--- src/rtl/cbps_seq.sv ---
// Sequential carry-bypass subtractor: processes one BLK-bit block per cycle, LSB block first.
// Optional macro CBPS_ADD_MODE_EN adds a 'sub' input selecting add (sub=0) or subtract (sub=1).
module cbps_seq #(
    parameter int N   = 32,
    parameter int BLK = 8
) (
    input  logic                       clk,
    input  logic                       rst,
    input  logic                       in_valid,
    output logic                       in_ready,
    input  logic [N-1:0]               R,
    input  logic [N-1:0]               T,
`ifdef CBPS_ADD_MODE_EN
    input  logic                       sub,
`endif
    output logic                       out_valid,
    input  logic                       out_ready,
    output logic [N-1:0]               diff,
    output logic                       cout,
    output logic                       OF,
    output logic [$clog2(N/BLK):0]     skip_cnt
);

    localparam int NB = N / BLK;
    localparam int IW = $clog2(NB);
    localparam int SW = IW + 1;

    typedef enum logic [1:0] {IDLE, RUN, DONE} state_t;

    state_t         r_state;
    logic [N-1:0]   r_r;
    logic [N-1:0]   r_teff;
    logic [IW-1:0]  r_idx;
    logic           r_carry;

    logic [N-1:0]   w_teff_in;
    logic           w_cin;
    logic [BLK-1:0] w_r_blk;
    logic [BLK-1:0] w_t_blk;
    logic [BLK-1:0] w_p;
    logic [BLK-1:0] w_sum;
    logic           w_ripple_c;
    logic           w_bypass;
    logic           w_blk_cout;
    logic           w_last;

`ifdef CBPS_ADD_MODE_EN
    assign w_teff_in = sub ? ~T : T;
    assign w_cin     = sub;
`else
    assign w_teff_in = ~T;
    assign w_cin     = 1'b1;
`endif

    assign w_r_blk = r_r[r_idx*BLK +: BLK];
    assign w_t_blk = r_teff[r_idx*BLK +: BLK];
    assign w_p     = w_r_blk ^ w_t_blk;
    assign w_last  = (r_idx == IW'(NB - 1));

    always_comb begin
        w_sum      = '0;
        w_ripple_c = r_carry;
        for (int unsigned i = 0; i < BLK; i++) begin
            w_sum[i]   = w_p[i] ^ w_ripple_c;
            w_ripple_c = (w_r_blk[i] & w_t_blk[i]) | (w_ripple_c & w_p[i]);
        end
    end

    // A fully propagating block passes its carry-in straight through.
    assign w_bypass   = &w_p;
    assign w_blk_cout = w_bypass ? r_carry : w_ripple_c;

    always_ff @(posedge clk) begin
        if (rst) begin
            r_state   <= IDLE;
            in_ready  <= 1'b1;
            out_valid <= 1'b0;
            diff      <= '0;
            cout      <= 1'b0;
            OF        <= 1'b0;
            skip_cnt  <= '0;
            r_r       <= '0;
            r_teff    <= '0;
            r_idx     <= '0;
            r_carry   <= 1'b0;
        end else begin
            case (r_state)
                IDLE: begin
                    if (in_valid) begin
                        r_r      <= R;
                        r_teff   <= w_teff_in;
                        r_carry  <= w_cin;
                        r_idx    <= '0;
                        skip_cnt <= '0;
                        diff     <= '0;
                        in_ready <= 1'b0;
                        r_state  <= RUN;
                    end
                end
                RUN: begin
                    diff[r_idx*BLK +: BLK] <= w_sum;
                    r_carry <= w_blk_cout;
                    r_idx   <= r_idx + IW'(1);
                    if (w_bypass)
                        skip_cnt <= skip_cnt + SW'(1);
                    // Flags come from the MSB block sum, which lands in diff on this same edge.
                    if (w_last) begin
                        cout      <= w_blk_cout;
                        OF        <= ~(r_r[N-1] ^ r_teff[N-1]) & (w_sum[BLK-1] ^ r_r[N-1]);
                        out_valid <= 1'b1;
                        r_state   <= DONE;
                    end
                end
                DONE: begin
                    if (out_ready) begin
                        out_valid <= 1'b0;
                        in_ready  <= 1'b1;
                        r_state   <= IDLE;
                    end
                end
                default: r_state <= IDLE;
            endcase
        end
    end

endmodule
--- config.mk ---
export PLATFORM = sky130hd
export DESIGN_NAME = cbps_seq
export DESIGN_NICKNAME = d
export VERILOG_FILES = /design/src/rtl/cbps_seq.sv
export SDC_FILE = /design/constraint.sdc
export NUM_CORES = 1
export LEC_CHECK = 0
export CAP_MARGIN = 40
export CORE_ASPECT_RATIO = 1.1
export CORE_MARGIN = 1
export CORE_UTILIZATION = 25
export DETAILED_ROUTE_END_ITERATION = 8
export PLACE_DENSITY = 0.55
export SETUP_SLACK_MARGIN = 0.5
export SYNTH_ARGS = -nofsm -noshare
export SYNTH_HDL_FRONTEND = slang
export SYNTH_SLANG_ARGS = --single-unit
export TNS_END_PERCENT = 5
--- constraint.sdc ---
create_clock -name clk -period 8.1 [get_ports clk]
set_clock_uncertainty 0.2 [all_clocks]
set_input_delay 1.62 -clock clk [delete_from_list [all_inputs] [get_ports clk]]
set_output_delay 1.62 -clock clk [all_outputs]
set_load 0.01 [all_outputs]
==> results of run 1 <==
==> placed cells by master (no fill, tap or decap), types with 2 or more instances in the layout <==
master           netlist  routed
dfxtp_1              108     108
clkdlybuf4s50_1        0     105
a21oi_1               72      72
nand2_1               67      67
nor2_1                37      37
a211oi_1              34      34
o21ai_0               33      33
nand3b_1              24      24
inv_1                 18      18
mux4_2                16      16
ha_1                  13      13
nand3_1               11      11
clkbuf_16              0       9
fa_1                   8       8
buf_4                  4       6
nand2b_1               5       5
mux2i_1                4       4
nor2b_1                3       3
nand4_1                3       3
nor3b_4                1       2
and3b_1                2       2
and4_1                 2       2
o311ai_0               2       2
o21bai_1               2       2
clkinvlp_4             0       2
==> layout make-up <==
cell class                      count  area (um2)  share of cell area [%]
Sequential cell                   108        2160                    34.0
Tap cell                          247         309                    4.87
Inverter                           18        67.6                    1.06
Timing Repair Buffer              113        1130                    17.8
Clock buffer                       10         229                    3.61
Clock inverter                      4        28.8                   0.453
Multi-Input combinational cell    354        2420                    38.2
==> registers in the layout (all words and copies together), names as in the netlist <==
signal	cells
r_state	2
in_ready	1
r_teff	32
out_valid	1
r_idx	2
diff	32
r_carry	1
skip_cnt	3
OF	1
r_r	32
cout	1
==> critical path, delay by kind of cell, from the launching register on <==
kind	cells	cell delay, ns
and+or+nand+nor	1	0.24
buffers and inverters	5	0.66
AOI/OAI and AO/OA	2	0.26
DFF	1	0.48
muxes	1	0.32
adders and majority gates	8	2.97
==> final timing paths <==
kind | startpoint | endpoint | slack [ns]
max | r_idx[0]$_SDFFE_PP0P_ | OF$_SDFFE_PP0P_ | 2.89
min | r_r[3]$_SDFFE_PP0P_ | r_r[3]$_SDFFE_PP0P_ | 0.26
max reg2reg | r_idx[0]$_SDFFE_PP0P_ | OF$_SDFFE_PP0P_ | 2.89
min reg2reg | r_r[3]$_SDFFE_PP0P_ | r_r[3]$_SDFFE_PP0P_ | 0.26
==> metal layers <==
| layer | up-vias | routed length (um) | global-route usage [%] |
|---|---|---|---|
| met4 | 0 | 155 | 3.93 |
| met1 | 1800 | 5820 | 17.5 |
| met5 | - | 0 | 0 |
| li1 | 1993 | - | - |
| met3 | 12 | 734 | 3.31 |
| met2 | 103 | 6410 | 23.0 |
==> per-stage QoR <==
| step | hold WS [ns] | std cells |
|---|---|---|
| 3_3_place_gp | 0.243 | 838 |
| 5_1_grt | 0.275 | 854 |
| 3_5_place_dp | 0.248 | 840 |
| 6_report | 0.258 | 854 |
| 2_1_floorplan | 0.233 | 522 |
| 4_1_cts | 0.258 | 854 |
==> report_power, final <==
| group | total, mW | internal [mW] | switching [mW] | leakage, nW |
|---|---|---|---|---|
| logic | 0.205 | 0.0993 | 0.106 | 1.18 |
| clock network | 0.400 | 0.205 | 0.195 | 0.120 |
| registers | 0.577 | 0.559 | 0.0178 | 0.884 |
==> logic make-up (layout without fill, tap and decap cells) <==
group	count (synthesis)	count (layout)	share of synthesized area (%)
adder cells (fa/ha/maj)	21	21	6.64
AND/OR/NAND/NOR	164	164	17.1
buffers and inverters	60	145	5.86
AO/OA/AOI/OAI	149	149	17.7
flip-flops	108	108	44.4
multiplexers	20	20	8.23
==> metrics.csv, run 1 <==
stage,metric,value,unit
placement,port bufs,106,
clock_network,postcts setup bufs,0,
cells_and_area,post-route cell area,6350,um2
detailed_routing,vias post-DR,3908,
timing,unrepaired setup endpoints after global routing,no,
cells_and_area,# nets final,693,
logic_synthesis,Synth warnings,0,
clock_network,Max clock buf depth,2,
floorplanning,CORE AREA,19100,um2
detailed_routing,Routed WL per cell,15.4,um
floorplanning,starting density of the core,25.5,%
timing,final worst-path cycle share,64.4,%
logic_synthesis,Cells after Synth,522,
flow_run,Max-Cap Viols,0,
clock_network,Num Clock Sinks,108,
cells_and_area,Fill cells,1986,
clock_network,"Clk Latency, worst-skew pair",0.35,ns
power,PwrDens,186,nW/um2
detailed_routing,total wire length,13100,um
worst_hold_path,Min-Delay Path Depth,2,
logic_synthesis,top-area cell type share of the netlist area,44.4,%
power,static leakage,2.18,nW
global_route,number of global-route vias before repair,3902,
floorplanning,Rows,53,
worst_setup_path,crit start category,flip-flop,
clock_network,htree depth,3,
timing,setup violators final,0,
global_route,total congestion overflow,0,
worst_setup_path,WS Path Type,reg -> reg,
power,total power,1.18,mW
worst_hold_path,worst min path class,reg -> reg,
logic_synthesis,Async SR Flop Fraction,0,%
placement,Post-DP HPWL,9680,um
timing,fmax,192,MHz
logic_synthesis,syn_area_per_cell,9.32,um2
detailed_routing,drt initial violations,197,
timing,"Hold Violations, Final",0,
clock_network,CTS buffer count,9,
floorplanning,die area,20000,um2
cells_and_area,Layout area overhead,30.6,%
global_route,first-pass GRT wire length,21100,um
timing,Max Slew Vio Count,0,
clock_network,CTS tree,done,
clock_network,Clock Pin Slew Worst Setup and Hold Paths,0.07,ns
global_route,initial antenna violation count,0,
logic_synthesis,"Seq/Total Area, Yosys",44.4,%
placement,DP Worst Slack,2.88,ns
worst_setup_path,CP Capture Type,flip-flop,
global_route,pin count of the biggest net entering global routing,99,
status,status,"finished, final reports clean",
logic_synthesis,main flop type after synthesis,dfxtp_1,
clock_network,CTS root buf,clkbuf_16,
worst_setup_path,crit-path max FO,17,
timing,worst-margin pin slew,0.918,ns
detailed_routing,final antenna-violating net count,0,
global_route,Global Route Usage Sum,13.7,%
worst_setup_path,Worst EP required,8.17,ns
cells_and_area,Diodes inserted,0,
worst_setup_path,most used cell along the critical path,fa_1,
logic_synthesis,post-synth net total,611,
placement,routability cong.,0.790,
worst_setup_path,Crit-path slowest cell,fa_1,
timing,Slew HR,38.7,%
timing,crit path time final,5.21,ns
logic_synthesis,Synth area leader,dfxtp_1,
worst_setup_path,worst path cell trace,buf_4 > mux4_2 > inv_1 > fa_1 > fa_1 > fa_1 > fa_1 > fa_1 > inv_1 > fa_1 > inv_1 > fa_1 > inv_1 > fa_1 > and3b_1 > a21oi_1 > a211oi_1,
worst_setup_path,max incr delay on CP,0.49,ns
logic_synthesis,"top cells by area, synth","dfxtp_1 44%, a21oi_1 7.4%, mux4_2 7.4%",
detailed_routing,DRC viols,0,
logic_synthesis,top-count cell post-synth,dfxtp_1,
detailed_routing,drt first pass iters,4,
timing,fin worst setup slack,2.89,ns
floorplanning,I/O pin cnt,107,
worst_setup_path,reg2reg path depth,17,
logic_synthesis,post-synthesis register bit count,108,
cells_and_area,Layout Utilization,33.3,%
logic_synthesis,"EDFF count, synth",0,
detailed_routing,via/cell ratio,4.58,
logic_synthesis,Synth top cells by count,"108 x dfxtp_1, 72 x a21oi_1, 67 x nand2_1, 37 x nor2_1, 34 x a211oi_1",
floorplanning,DIE HEIGHT,148,um
logic_synthesis,Yosys cell types,40,
timing,setup TNS,0,ns
clock_network,cells resized by post-CTS repair,0,
logic_synthesis,Post-Syn Area,4860,um2
placement,DP Area,6090,um2
clock_network,cts hold-fix bufs,0,
worst_setup_path,Worst Path Arrival,5.28,ns
cells_and_area,share of cells above drive strength 1,7.08,%
floorplanning,Die X,135,um
power,VDD IR max,0.000112,V
No activity file was read; power rests on OpenSTA's default activity.
==> run 2, diff against run 1 <==
PLACE_DENSITY = 0.57   (was 0.55)
clock period = 4.7 ns   (was 8.1 ns; I/O delays follow)
==> run 2 against run 1 <==
Combinational power up 80%; setup slack worse by 2.5 ns; flip-flop and latch count unchanged; cell count up 1.3%; power up 83%; clock power up 99%; register-to-register slack worse by 2.5 ns; die area unchanged; first-iteration DRC count down 3.6%; fmax up 22%; sequential share of layout area down 0.59 points; highest routed layer unchanged.
==> metrics.csv, run 2 (synthesis results as in run 1) <==
stage,metric,value,unit,change
cells_and_area,Largest regs,"diff: 32 flops, r_r: 32 flops, r_teff: 32 flops",,unchanged
timing,worst-margin pin slew,0.651,ns,was 0.918 ns
floorplanning,CORE AREA,19100,um2,unchanged
cells_and_area,share of cells above drive strength 1,10.7,%,was 7.08%
global_route,Global Route Usage Sum,13.7,%,about the same
placement,port bufs,106,,unchanged
timing,setup TNS,0,ns,unchanged
power,Switch Pwr,0.567,mW,was 0.318 mW
clock_network,"Clk Latency, worst-skew pair",0.36,ns,was 0.35 ns
clock_network,cts hold-fix bufs,0,,unchanged
cells_and_area,most frequent cells in the layout,"106 x dfxtp_1, 105 x clkdlybuf4s50_1, 71 x a21oi_1",,"was 108 x dfxtp_1, 105 x clkdlybuf4s50_1, 72 x a21oi_1"
cells_and_area,post-route cell area,6480,um2,was 6350 um2
flow_run,Max-Cap Viols,0,,unchanged
detailed_routing,metal2 WL,6340,um,was 6410 um
clock_network,Num Clock Sinks,108,,unchanged
detailed_routing,total wire length,13200,um,"was 13,100 um"
worst_setup_path,Worst EP required,4.78,ns,was 8.17 ns
worst_setup_path,max incr delay on CP,0.41,ns,was 0.49 ns
floorplanning,Rows,53,,unchanged
worst_setup_path,crit start category,flip-flop,,unchanged
cells_and_area,# nets final,702,,was 693
detailed_routing,WL met3,457,um,was 734 um
detailed_routing,drt first pass iters,4,,unchanged
worst_setup_path,Worst Path Arrival,4.35,ns,was 5.28 ns
global_route,initial antenna violation count,0,,unchanged
timing,crit path time final,4.27,ns,was 5.21 ns
power,static leakage,2.25,nW,was 2.18 nW
clock_network,CTS root buf,clkbuf_16,,unchanged
global_route,total congestion overflow,0,,unchanged
detailed_routing,final antenna-violating net count,0,,unchanged
timing,"Hold Violations, Final",0,,unchanged
timing,setup violators final,0,,unchanged
power,total power,2.16,mW,was 1.18 mW
placement,Post-DP HPWL,9560,um,was 9680 um
power,VDD IR max,0.000184,V,was 0.000112 V
worst_setup_path,crit-path max FO,5,,was 17
clock_network,CTS buffer count,9,,unchanged
power,Reg power frac,46.0,%,was 48.8%
power,PwrDens,333,nW/um2,was 186 nW/um2
global_route,number of global-route vias before repair,3792,,"was 3,902"
detailed_routing,drt initial violations,190,,was 197
worst_setup_path,Crit-path slowest cell,fa_1,,unchanged
timing,unrepaired setup endpoints after global routing,yes,,was no
worst_setup_path,WS Path Type,reg -> reg,,unchanged
global_route,pin count of the biggest net entering global routing,68,,was 99
floorplanning,Die X,135,um,unchanged
worst_setup_path,worst path cell trace,mux4_2 > inv_1 > fa_2 > fa_2 > fa_2 > fa_2 > fa_2 > inv_2 > fa_1 > inv_1 > fa_2 > inv_2 > fa_1 > and3b_1 > a21oi_2 > a211oi_2,,was buf_4 > mux4_2 > inv_1 > fa_1 > fa_1 > fa_1 > fa_1 > fa_1 > inv_1 > fa_1 > inv_1 > fa_1 > inv_1 > fa_1 > and3b_1 > a21oi_1 > a211oi_1
floorplanning,die area,20000,um2,unchanged
status,status,"finished, final reports clean",,unchanged
floorplanning,starting density of the core,25.5,%,unchanged
floorplanning,DIE HEIGHT,148,um,unchanged
detailed_routing,DRC viols,0,,unchanged
clock_network,htree depth,3,,unchanged
timing,fmax,234,MHz,was 192 MHz
power,Clock power frac,36.8,%,was 33.8%
global_route,first-pass GRT wire length,20900,um,"was 21,100 um"
detailed_routing,vias post-DR,3991,,"was 3,908"
detailed_routing,M1 WL,6160,um,was 5820 um
timing,Slew HR,55.4,%,was 38.7%
cells_and_area,sequential cell area,2170,um2,was 2160 um2
detailed_routing,Top Layer Used,met4,,unchanged
power,Sw Ratio,26.3,%,was 26.9%
detailed_routing,Routed WL per cell,15.3,um,was 15.4 um
clock_network,Clock Pin Slew Worst Setup and Hold Paths,0.07,ns,about the same
placement,DP Area,6120,um2,was 6090 um2
clock_network,CTS tree,done,,unchanged
cells_and_area,Fill cells,2009,,"was 1,986"
worst_setup_path,most used cell along the critical path,fa_2,,was fa_1
floorplanning,I/O pin cnt,107,,unchanged
worst_setup_path,CP Capture Type,flip-flop,,unchanged
cells_and_area,Diodes inserted,0,,unchanged
power,power share of the combinational group,17.1,%,was 17.3%
placement,routability cong.,0.768,,was 0.790
cells_and_area,multi-input logic area,2450,um2,was 2420 um2
power,Internal,1.59,mW,was 0.864 mW
clock_network,Max clock buf depth,2,,unchanged
worst_hold_path,worst min path class,reg -> reg,,unchanged
timing,Max Slew Vio Count,0,,unchanged
detailed_routing,via/cell ratio,4.61,,was 4.58
cells_and_area,Layout area overhead,33.3,%,was 30.6%
cells_and_area,"commonest non-fill, non-tap cell in the layout",dfxtp_1,,unchanged
timing,final worst-path cycle share,90.8,%,was 64.4%
-- run 2: cell types whose count changed in the layout (fill, tap and decap cells not counted), sizes merged --
cell    delta
buf        +9
clkinv     -2
bufinv     +1
clkbuf     +2
inv        +1
-- run 2: path summary, 6_finish.rpt --
kind,start,end,slack [ns],cells past startpoint
hold reg to reg,r_r[22]$_SDFFE_PP0P_,r_r[22]$_SDFFE_PP0P_,0.26,2
setup / recovery,r_idx[1]$_SDFFE_PP0P_,OF$_SDFFE_PP0P_,0.43,16
setup reg to reg,r_idx[1]$_SDFFE_PP0P_,OF$_SDFFE_PP0P_,0.43,16
hold / removal,r_r[22]$_SDFFE_PP0P_,r_r[22]$_SDFFE_PP0P_,0.26,2
-- run 2: through the flow --
step                      hold slack [ns]  util [%]  worst slack, ns  std cells
final                               0.256      34.0            0.431        865
after global routing                0.272      34.0            0.311        865
after CTS                           0.257      33.9            0.363        864
after detailed placement            0.248      32.1            0.178        845
after global placement              0.241      32.0            0.278        844
after floorplan                     0.233         -            0.218        522
-- run 2: repair_timing --
item	4_1_cts	5_1_grt
buffers inserted	3	1
pin swaps	5	1
gates resized for setup	5	2
endpoints found under the setup margin	5	5
-- run 2: worst max-delay path: cells and delay by family, from the launching register on --
kind / cells / cell delay, ns
buffers and inverters: 4 / 0.23
muxes: 1 / 0.34
adders and majority gates: 8 / 2.62
and+or+nand+nor: 1 / 0.24
DFF: 1 / 0.36
AOI/OAI and AO/OA: 2 / 0.20
-- run 2: area by class of cell --
class | instances | area share [%]
multi-input combinational | 354 | 37.7
sequential | 108 | 33.5
timing repair buffer | 122 | 18.2
tap | 247 | 4.77
clock buffer | 12 | 3.96
inverter | 18 | 1.04
clock inverter | 4 | 0.868
-- run 2: metal layers --
layer | up-vias | track usage, %
li1 | 2019 | -
met1 | 1867 | 17.9
met2 | 88 | 22.2
met3 | 17 | 2.22
met4 | 0 | 5.84
met5 | - | 0
-- run 2: power by group through the flow --
stage	clock (mW)	sequential [mW]	combinational, mW
floorplan	0	1.01	0.222
global placement	0	1.02	0.362
CTS	0.819	0.994	0.371
detailed placement	0	1.02	0.364
global route	0.849	1.00	0.404
finish	0.795	0.994	0.370
